===== config.mk =====
export PLATFORM = sky130hd
export DESIGN_NAME = binary_decoder_scan
export DESIGN_NICKNAME = d
export VERILOG_FILES = /design/src/rtl/binary_decoder_scan.sv
export SDC_FILE = /design/constraint.sdc
export NUM_CORES = 1
export LEC_CHECK = 0
export BUFFER_PORTS_ARGS = -buffer_cell sky130_fd_sc_hd__buf_2
export CAP_MARGIN = 20
export CORE_UTILIZATION = 40
export CTS_BUF_LIST = sky130_fd_sc_hd__clkbuf_2 sky130_fd_sc_hd__clkbuf_4 sky130_fd_sc_hd__clkbuf_8
export DETAILED_ROUTE_END_ITERATION = 12
export SYNTH_ARGS = -nofsm -noshare
export SYNTH_HDL_FRONTEND = slang
export SYNTH_SLANG_ARGS = --single-unit

===== constraint.sdc =====
create_clock -name clk -period 4.9 [get_ports clk]
set_input_delay 0.245 -clock clk [delete_from_list [all_inputs] [get_ports clk]]
set_output_delay 0.245 -clock clk [all_outputs]
set_load 0.03 [all_outputs]

===== src/rtl/binary_decoder_scan.sv =====
// ============================================================================
//  Module   : binary_decoder_scan
//  Purpose  : Registered SEL_W-to-2**SEL_W one-hot decoder with enable, plus
//             an autonomous scan mode that walks the asserted output through
//             every position and holds each one for (dwell + 1) cycles.
//  Revision : 1.0  initial release
// ----------------------------------------------------------------------------
//  Ports
//    clk    in   1        system clock, rising edge
//    rst    in   1        synchronous active-high reset
//    en     in   1        direct mode: decode enable; scan mode: run/pause
//    mode   in   1        0 = direct decode, 1 = scan (only looked at in IDLE)
//    sel    in   SEL_W    direct-mode select index
//    start  in   1        scan request, accepted in IDLE with mode = 1
//    dwell  in   DWELL_W  per-position hold count, captured on start
//    f      out  OUT_W    registered one-hot output (inverted if ACTIVE_LOW)
//    idx    out  SEL_W    index of the current position (0 when none)
//    valid  out  1        f carries an asserted bit
//    busy   out  1        scan in progress
//    done   out  1        one-cycle pulse after the last scan position
// ============================================================================
`default_nettype none

module binary_decoder_scan #(
    parameter int SEL_W      = 4,
    parameter int DWELL_W    = 8,
    parameter bit ACTIVE_LOW = 1'b0
) (
    input  logic                    clk,
    input  logic                    rst,
    input  logic                    en,
    input  logic                    mode,
    input  logic [SEL_W-1:0]        sel,
    input  logic                    start,
    input  logic [DWELL_W-1:0]      dwell,
    output logic [(2**SEL_W)-1:0]   f,
    output logic [SEL_W-1:0]        idx,
    output logic                    valid,
    output logic                    busy,
    output logic                    done
);

    localparam int OUT_W = 2**SEL_W;

    // Value of f when nothing is asserted; also the XOR mask that applies
    // the output polarity to the positive-logic one-hot pattern.
    localparam logic [OUT_W-1:0] c_F_OFF    = {OUT_W{ACTIVE_LOW}};
    localparam logic [SEL_W-1:0] c_IDX_LAST = {SEL_W{1'b1}};

    typedef enum logic [0:0] {
        S_IDLE = 1'b0,
        S_SCAN = 1'b1
    } state_t;

    state_t               r_state;
    logic [SEL_W-1:0]     r_idx;
    logic [DWELL_W-1:0]   r_cnt;
    logic [DWELL_W-1:0]   r_dwell;
    logic [OUT_W-1:0]     r_f;
    logic                 r_valid;
    logic                 r_done;

    state_t               w_state_nxt;
    logic [SEL_W-1:0]     w_idx_nxt;
    logic [DWELL_W-1:0]   w_cnt_nxt;
    logic [DWELL_W-1:0]   w_dwell_nxt;
    logic                 w_assert;
    logic                 w_done_nxt;
    logic [OUT_W-1:0]     w_hot;
    logic [OUT_W-1:0]     w_f_nxt;

    // ------------------------------------------------------------------------
    // Next-state and next-output logic. Every output register is loaded from
    // these values, so no input reaches f without passing through a flop.
    // ------------------------------------------------------------------------
    always_comb begin
        w_state_nxt = r_state;
        w_idx_nxt   = r_idx;
        w_cnt_nxt   = r_cnt;
        w_dwell_nxt = r_dwell;
        w_assert    = 1'b0;
        w_done_nxt  = 1'b0;

        case (r_state)
            S_IDLE: begin
                if (!mode) begin
                    // Direct decode; start has no meaning here.
                    if (en) begin
                        w_idx_nxt = sel;
                        w_assert  = 1'b1;
                    end else begin
                        w_idx_nxt = '0;
                    end
                end else begin
                    w_idx_nxt = '0;
                    if (start) begin
                        // Bit 0 appears on the accepting edge, so the loaded
                        // count already covers the first displayed cycle.
                        w_state_nxt = S_SCAN;
                        w_dwell_nxt = dwell;
                        w_cnt_nxt   = dwell;
                        w_assert    = en;
                    end
                end
            end

            S_SCAN: begin
                // With en low everything holds and f goes dark (pause).
                if (en) begin
                    if (r_cnt != '0) begin
                        w_cnt_nxt = r_cnt - DWELL_W'(1);
                        w_assert  = 1'b1;
                    end else if (r_idx != c_IDX_LAST) begin
                        w_idx_nxt = r_idx + SEL_W'(1);
                        w_cnt_nxt = r_dwell;
                        w_assert  = 1'b1;
                    end else begin
                        // Final position finished: no wrap, no restart.
                        w_state_nxt = S_IDLE;
                        w_idx_nxt   = '0;
                        w_done_nxt  = 1'b1;
                    end
                end
            end

            default: begin
                w_state_nxt = S_IDLE;
                w_idx_nxt   = '0;
            end
        endcase
    end

    always_comb begin
        w_hot            = '0;
        w_hot[w_idx_nxt] = 1'b1;
        w_f_nxt          = (w_assert ? w_hot : '0) ^ c_F_OFF;
    end

    // ------------------------------------------------------------------------
    // State and output registers
    // ------------------------------------------------------------------------
    always_ff @(posedge clk) begin
        if (rst) begin
            r_state <= S_IDLE;
            r_idx   <= '0;
            r_cnt   <= '0;
            r_dwell <= '0;
            r_f     <= c_F_OFF;
            r_valid <= 1'b0;
            r_done  <= 1'b0;
        end else begin
            r_state <= w_state_nxt;
            r_idx   <= w_idx_nxt;
            r_cnt   <= w_cnt_nxt;
            r_dwell <= w_dwell_nxt;
            r_f     <= w_f_nxt;
            r_valid <= w_assert;
            r_done  <= w_done_nxt;
        end
    end

    assign f     = r_f;
    assign idx   = r_idx;
    assign valid = r_valid;
    assign busy  = (r_state == S_SCAN);
    assign done  = r_done;

endmodule

`default_nettype wire


==> impl_metrics.tcl, run 1 <==
set metrics [dict create \
    maxCapViolCount 0 \
    syn-cell-area_um2 1820 \
    grt_pass1_wl_um 6670 \
    setup_viol 0 \
    vias_per_cell 5.23 \
    antenna_found_initial 0 \
    design.core.area_um2 4350 \
    worst_ir_drop_vdd_uv 124 \
    period_needed_ns 2.60 \
    finClkSkew_ns 0.00689 \
    grt_use_total_pct 17.3 \
    cts-root-buf "clkbuf_8" \
    avgSynthCellArea_um2 9.52 \
    hold_violations 0 \
    rr_startpoint "r_cnt[0]" \
    area_growth_pct 16.4 \
    rsz0062_at_grt "false" \
    cts_tree "built" \
    reg2reg_depth 7 \
    synth_most_common_cell "dfxtp_1" \
    clock_path_buffers 2 \
    synthesis.nets 210 \
    required_ns 5.12 \
    pin_count 40 \
    fmax_mhz 385 \
    num_vias 1470 \
    rrSetupSlack_ns 2.30 \
    worstPathArrival_ns 2.82 \
    globalplace.congestion 0.777 \
    min_to "r_dwell[7]" \
    cts.clk_slew.worst_paths_ns 0.08 \
    slew_headroom_pct 34.7 \
    initial_utilization_pct 41.8 \
    hold_class "input port to flip-flop" \
    grt_pass1_vias 1393 \
    dr.pass1.iters 4 \
    period_share_pct 53.1 \
    wl_um 3780 \
    regToRegEndpoint "f[1]" \
    drv_slew 0 \
    drive_above_1_share_pct 27.1 \
    total_power_uw 686 \
    worstHoldStart "dwell[7]" \
    seq_area_frac_synth_pct 42.9 \
    status "completed" \
    synth.top_cell.area_share_pct 42.9 \
    grt-ovfl-total 0 \
    die_h_um 69.4 \
    antenna_cells 0 \
    ys_top_cells_by_count "39 x dfxtp_1, 38 x nor2_1, 10 x mux2i_1" \
    clk_latency_ns 0.29 \
    critPathLaunch "r_cnt[0]" \
    synth_area_leaders "dfxtp_1 43%, nor2_1 7.8%, mux2i_1 5.5%, a311oi_2 5.0%, nand2b_1 3.1%" \
    power_density_nw_per_um2 324 \
    setup_ws_ns 2.30 \
    grt_max_degree 34 \
    cts_hold_buf 0 \
    yosysWarnings 0 \
    wl_per_cell_um 13.5 \
    leakagePower_nw 0.921 \
    cts_setup_buffers 0 \
    port_buffers 39 \
    dp.cells 273 \
    drtIter0Drc 124 \
    startpoint_type "flip-flop" \
    worstPathMaxFanout 11 \
    dp_slack_ns 2.32 \
    hold_slack_ns 0.210 \
    setup-tns-final_ns 0 \
    dp_hpwl_um 2740 \
    finalNonFillerCells 281 \
    die_width_um 69.4 \
    synth_top_cell_by_area "dfxtp_1" \
    final_antenna_net_count 0 \
    critPathKind "flip-flop to flip-flop" \
    yosysUniqueCellTypes 47 \
    ctsHtreeMaxLevel 2 \
    synth_edf_count 0 \
    ys_ff_latch 39 \
    synth_ff_type "dfxtp_1" \
    cts_buffers 5 \
    drc 0 \
    synth_cells 191 \
    nets 247 \
    cts_resized 0 \
    fp-row-count 24 \
    worstMarginPinSlew_ns 0.978 \
    die_area_um2 4820 \
    clock_sinks 39 \
    ys_async_sr_fraction_pct 0 \
    end_kind "flip-flop" \
    whs_path_depth 3 \
]
cells in the final DEF (no fill, tap or decap), drive strengths merged, types with 3 or more instances in the layout:
master | synthesis | final
nor4b | 3 | 3
a311oi | 7 | 7
nand2 | 8 | 8
o211ai | 7 | 7
a21oi | 5 | 5
nand3 | 7 | 7
clkbuf | 4 | 6
o21ai | 6 | 6
nand3b | 4 | 4
dfxtp | 39 | 39
or3 | 3 | 3
buf | 5 | 39
a31oi | 3 | 3
inv | 3 | 3
and2 | 3 | 3
nand2b | 9 | 9
mux2i | 10 | 10
nor2 | 38 | 38
logic make-up (layout without fill, tap and decap cells):
group           Yosys count  after routing  synth area share (%)
compound gates           40             40                  19.9
xor+xnor                  1              1                 0.482
buf+inv                  12             50                  3.44
mux                      10             10                  5.51
fa+ha+maj                 2              2                  1.38
simple gates             87             87                  26.4
flops                    39             39                  42.9
worst max-delay path, stage by stage (launching register included):
cell and delay (ns):
dfxtp_1 0.34, inv_1 0.06, ha_1 0.21, nor4b_2 0.74, nand2_2 0.26, a311oi_1 0.50
nand3b_1 0.26, nor2_1 0.16
registers in the layout, summed over array words and instances, names as in the netlist:
| register | cells |
|---|---|
| f | 16 |
| r_cnt | 8 |
| r_dwell | 8 |
| idx | 4 |
| busy | 1 |
| done | 1 |
| valid | 1 |
stage by stage:
step           util, %  instance area (um^2)
6_report          48.6                  2120
5_1_grt           48.6                  2120
4_1_cts           48.6                  2120
3_5_place_dp      46.6                  2030
3_3_place_gp      46.6                  2030
2_1_floorplan        -                  1820
area by class of cell:
type	count	area [um^2]
Multi-Input combinational cell	140	975
Clock buffer	6	76.3
Fill cell	436	2240
Inverter	3	11.3
Timing Repair Buffer	39	195
Tap cell	52	65.1
Clock inverter	2	12.5
Sequential cell	39	781
routing by layer:
| layer | track usage (%) | vias to the layer above | wire length (um) | share of wire (%) |
|---|---|---|---|---|
| li1 | - | 769 | - | - |
| met1 | 24.4 | 668 | 1960 | 52 |
| met2 | 24.9 | 28 | 1630 | 43 |
| met3 | 4.94 | 5 | 151 | 4.0 |
| met4 | 6.80 | 0 | 45 | 1.2 |
| met5 | 0 | - | 0 | 0 |
power by group:
part           internal (mW)  leakage (nW)  switching [mW]  total [mW]
combinational         0.0495         0.559          0.0730       0.122
clock                  0.105        0.0446           0.110       0.215
sequential             0.330         0.317          0.0187       0.349
how the worst max path moves through the flow:
stage,end,cells after the start
after detailed placement,f[1],7
after global placement,f[1],7
final,f[1],7
after floorplan,r_cnt[4],7
after CTS,f[1],7
after global routing,f[1],7
Note: power is estimated with default switching activity, not from simulation.
==> run 2: changes to the inputs <==
--- a/config.mk
+++ b/config.mk
@@ -5,6 +5,7 @@
 export SDC_FILE = /design/constraint.sdc
 export NUM_CORES = 1
 export LEC_CHECK = 0
+export ABC_AREA = 1
 export BUFFER_PORTS_ARGS = -buffer_cell sky130_fd_sc_hd__buf_2
 export CAP_MARGIN = 20
 export CORE_UTILIZATION = 40
==> constraint.sdc (replaced) <==
create_clock -name clk -period 2.4 [get_ports clk]
set_input_delay 0.12 -clock clk [delete_from_list [all_inputs] [get_ports clk]]
set_output_delay 0.12 -clock clk [all_outputs]
set_load 0.03 [all_outputs]
==> impl_metrics.tcl, run 2 <==
set metrics [dict create \
    rrSetupSlack_ns 0.58 \
    cts.clk_slew.worst_paths_ns 0.08 \
    required_ns 2.58 \
    antenna_found_initial 0 \
    reg2reg_depth 5 \
    fmax_mhz 551 \
    mostFrequentLayoutCells "69 x nand2_1, 44 x nor2_1, 39 x dfxtp_1, 39 x buf_2, 19 x inv_1" \
    ys_ff_latch 39 \
    wl_per_cell_um 11.9 \
    setup_viol 0 \
    drtIter0Drc 92 \
    grt_pass1_wl_um 7030 \
    synth_edf_count 0 \
    drc 0 \
    clk_latency_ns 0.30 \
    synth_ff_type "dfxtp_1" \
    hold_class "input port to flip-flop" \
    nets 317 \
    critPathKind "flip-flop to flip-flop" \
    crit_chain "clkinv_1 > o211ai_1 > a21oi_2 > nand3_1 > nor2_1" \
    grt_pass1_vias 1549 \
    cts_resized 0 \
    drv_slew 0 \
    antenna_cells 0 \
    final_antenna_net_count 0 \
    clock_sinks 39 \
    syn-cell-area_um2 1820 \
    cts_tree "built" \
    grt_max_degree 18 \
    num_vias 1670 \
    finClkSkew_ns 0.00667 \
    seq_area_frac_synth_pct 43.0 \
    synth_most_common_cell "nand2_1" \
    clock_path_buffers 2 \
    globalplace.congestion 0.953 \
    cts_buffers 5 \
    synth_cells 258 \
    die_area_um2 4810 \
    drive_above_1_share_pct 22.1 \
    die_width_um 69.4 \
    cts_hold_buf 0 \
    grt-ovfl-total 0 \
    grt_use_total_pct 18.5 \
    slowest_delay_ns 0.70 \
    worst_ir_drop_vdd_uv 378 \
    worstPathArrival_ns 2.00 \
    period_share_pct 75.7 \
    cts_setup_buffers 0 \
    power_density_nw_per_um2 676 \
    ys_async_sr_fraction_pct 0 \
    setup-tns-final_ns 0 \
    slowest_stage "dfxtp_1" \
    area_growth_pct 17.6 \
    leakagePower_nw 1.01 \
    synthesis.nets 277 \
    critPathLaunch "busy" \
    design.core.area_um2 4350 \
    worstPathMaxFanout 17 \
    synth_top_cell_by_area "dfxtp_1" \
    maxCapViolCount 0 \
    status "completed" \
    dp_hpwl_um 3150 \
    worstMarginPinSlew_ns 0.581 \
    ys_top_cells_by_count "69 x nand2_1, 44 x nor2_1, 39 x dfxtp_1" \
    period_needed_ns 1.82 \
    port_buffers 39 \
    dp.cells 343 \
    crit_end "f[12]" \
    vias_per_cell 4.76 \
    dr.pass1.iters 4 \
    initial_utilization_pct 41.7 \
    yosysUniqueCellTypes 30 \
    finalNonFillerCells 351 \
    cts-root-buf "clkbuf_8" \
    end_kind "flip-flop" \
    wl_um 4190 \
    layout_commonest_cell "nand2_1" \
    avgSynthCellArea_um2 7.04 \
    crit_family "flip-flops" \
    die_h_um 69.4 \
    pin_count 40 \
    startpoint_type "flip-flop" \
    synth.top_cell.area_share_pct 43.0 \
    rr_startpoint "busy" \
    synth_area_leaders "dfxtp_1 43%, nand2_1 14%, nor2_1 9.1%, o21ai_0 4.4%, a21oi_1 4.1%" \
    hold_violations 0 \
    ctsHtreeMaxLevel 2 \
    slew_headroom_pct 61.2 \
    yosysWarnings 0 \
    cp.depth 5 \
    fp-row-count 24 \
    largest_register_ffs 16 \
    path_buf_inv 1 \
    regToRegEndpoint "f[12]" \
    rsz0062_at_grt "false" \
]
run 2: changes by cell type after synthesis, moves of 4 or more:
cell      change
nand2_2       +4
a21oi_1      +11
nand3_1       +8
o211ai_1      -6
nand2b_1      -9
o21ai_0      +10
nand2_1      +63
nor2_1        +6
mux2i_1      -10
o21ai_1       +4
a311oi_2      -6
inv_1        +16
run 2: worst min path at each step:
stage / end / start / slack, ns / cells past startpoint
after floorplan: done / en / 0.27 / 2
after global placement: r_dwell[4] / dwell[4] / 0.40 / 3
after detailed placement: r_dwell[4] / dwell[4] / 0.40 / 3
after CTS: r_dwell[4] / dwell[4] / 0.08 / 3
after global routing: r_dwell[7] / dwell[7] / 0.1 / 3
final: r_dwell[4] / dwell[4] / 0.09 / 3
run 2: metal layers:
layer / routed length [um] / GRT usage, %
met5: 0 / 0
met4: 109 / 10.2
met3: 223 / 4.22
met2: 1720 / 26.9
met1: 2140 / 25.2
run 2: area by class of cell:
type,count,area [um^2]
Clock buffer,5,68.8
Clock inverter,3,20.0
Fill cell,446,2220
Inverter,21,78.8
Multi-Input combinational cell,191,920
Sequential cell,39,781
Tap cell,52,65.1
Timing Repair Buffer,40,203
run 2: kinds of logic after synthesis:
| family | share of synthesized area [%] |
|---|---|
| fa+ha+maj | 1.38 |
| flops | 43.0 |
| simple gates | 36.1 |
| xor+xnor | 0.965 |
| buf+inv | 6.34 |
| compound gates | 12.2 |
run 2: per-stage QoR:
step	power (mW)	cell area, um^2	setup WS (ns)	hold WS, ns	util (%)
final	1.44	2140	0.584	0.0905	49.1
after global placement	1.01	2050	0.603	0.403	47.0
after global routing	1.51	2140	0.383	0.0967	49.1
after floorplan	0.936	1820	0.720	0.266	-
after CTS	1.46	2140	0.552	0.0789	49.1
after detailed placement	1.01	2050	0.571	0.398	47.0
run 2: worst min-delay path: cells and delay by family:
family	cells	cell delay, ns
and+or+nand+nor	1	0.06
AOI/OAI and AO/OA	1	0.06
buffers and inverters	1	0.10
run 2: report_power, final:
| group | switching (mW) | internal [mW] | total [mW] |
|---|---|---|---|
| Clock | 0.250 | 0.202 | 0.453 |
| Combinational | 0.189 | 0.0975 | 0.287 |
| Sequential | 0.0302 | 0.675 | 0.705 |
| Total | 0.470 | 0.974 | 1.44 |
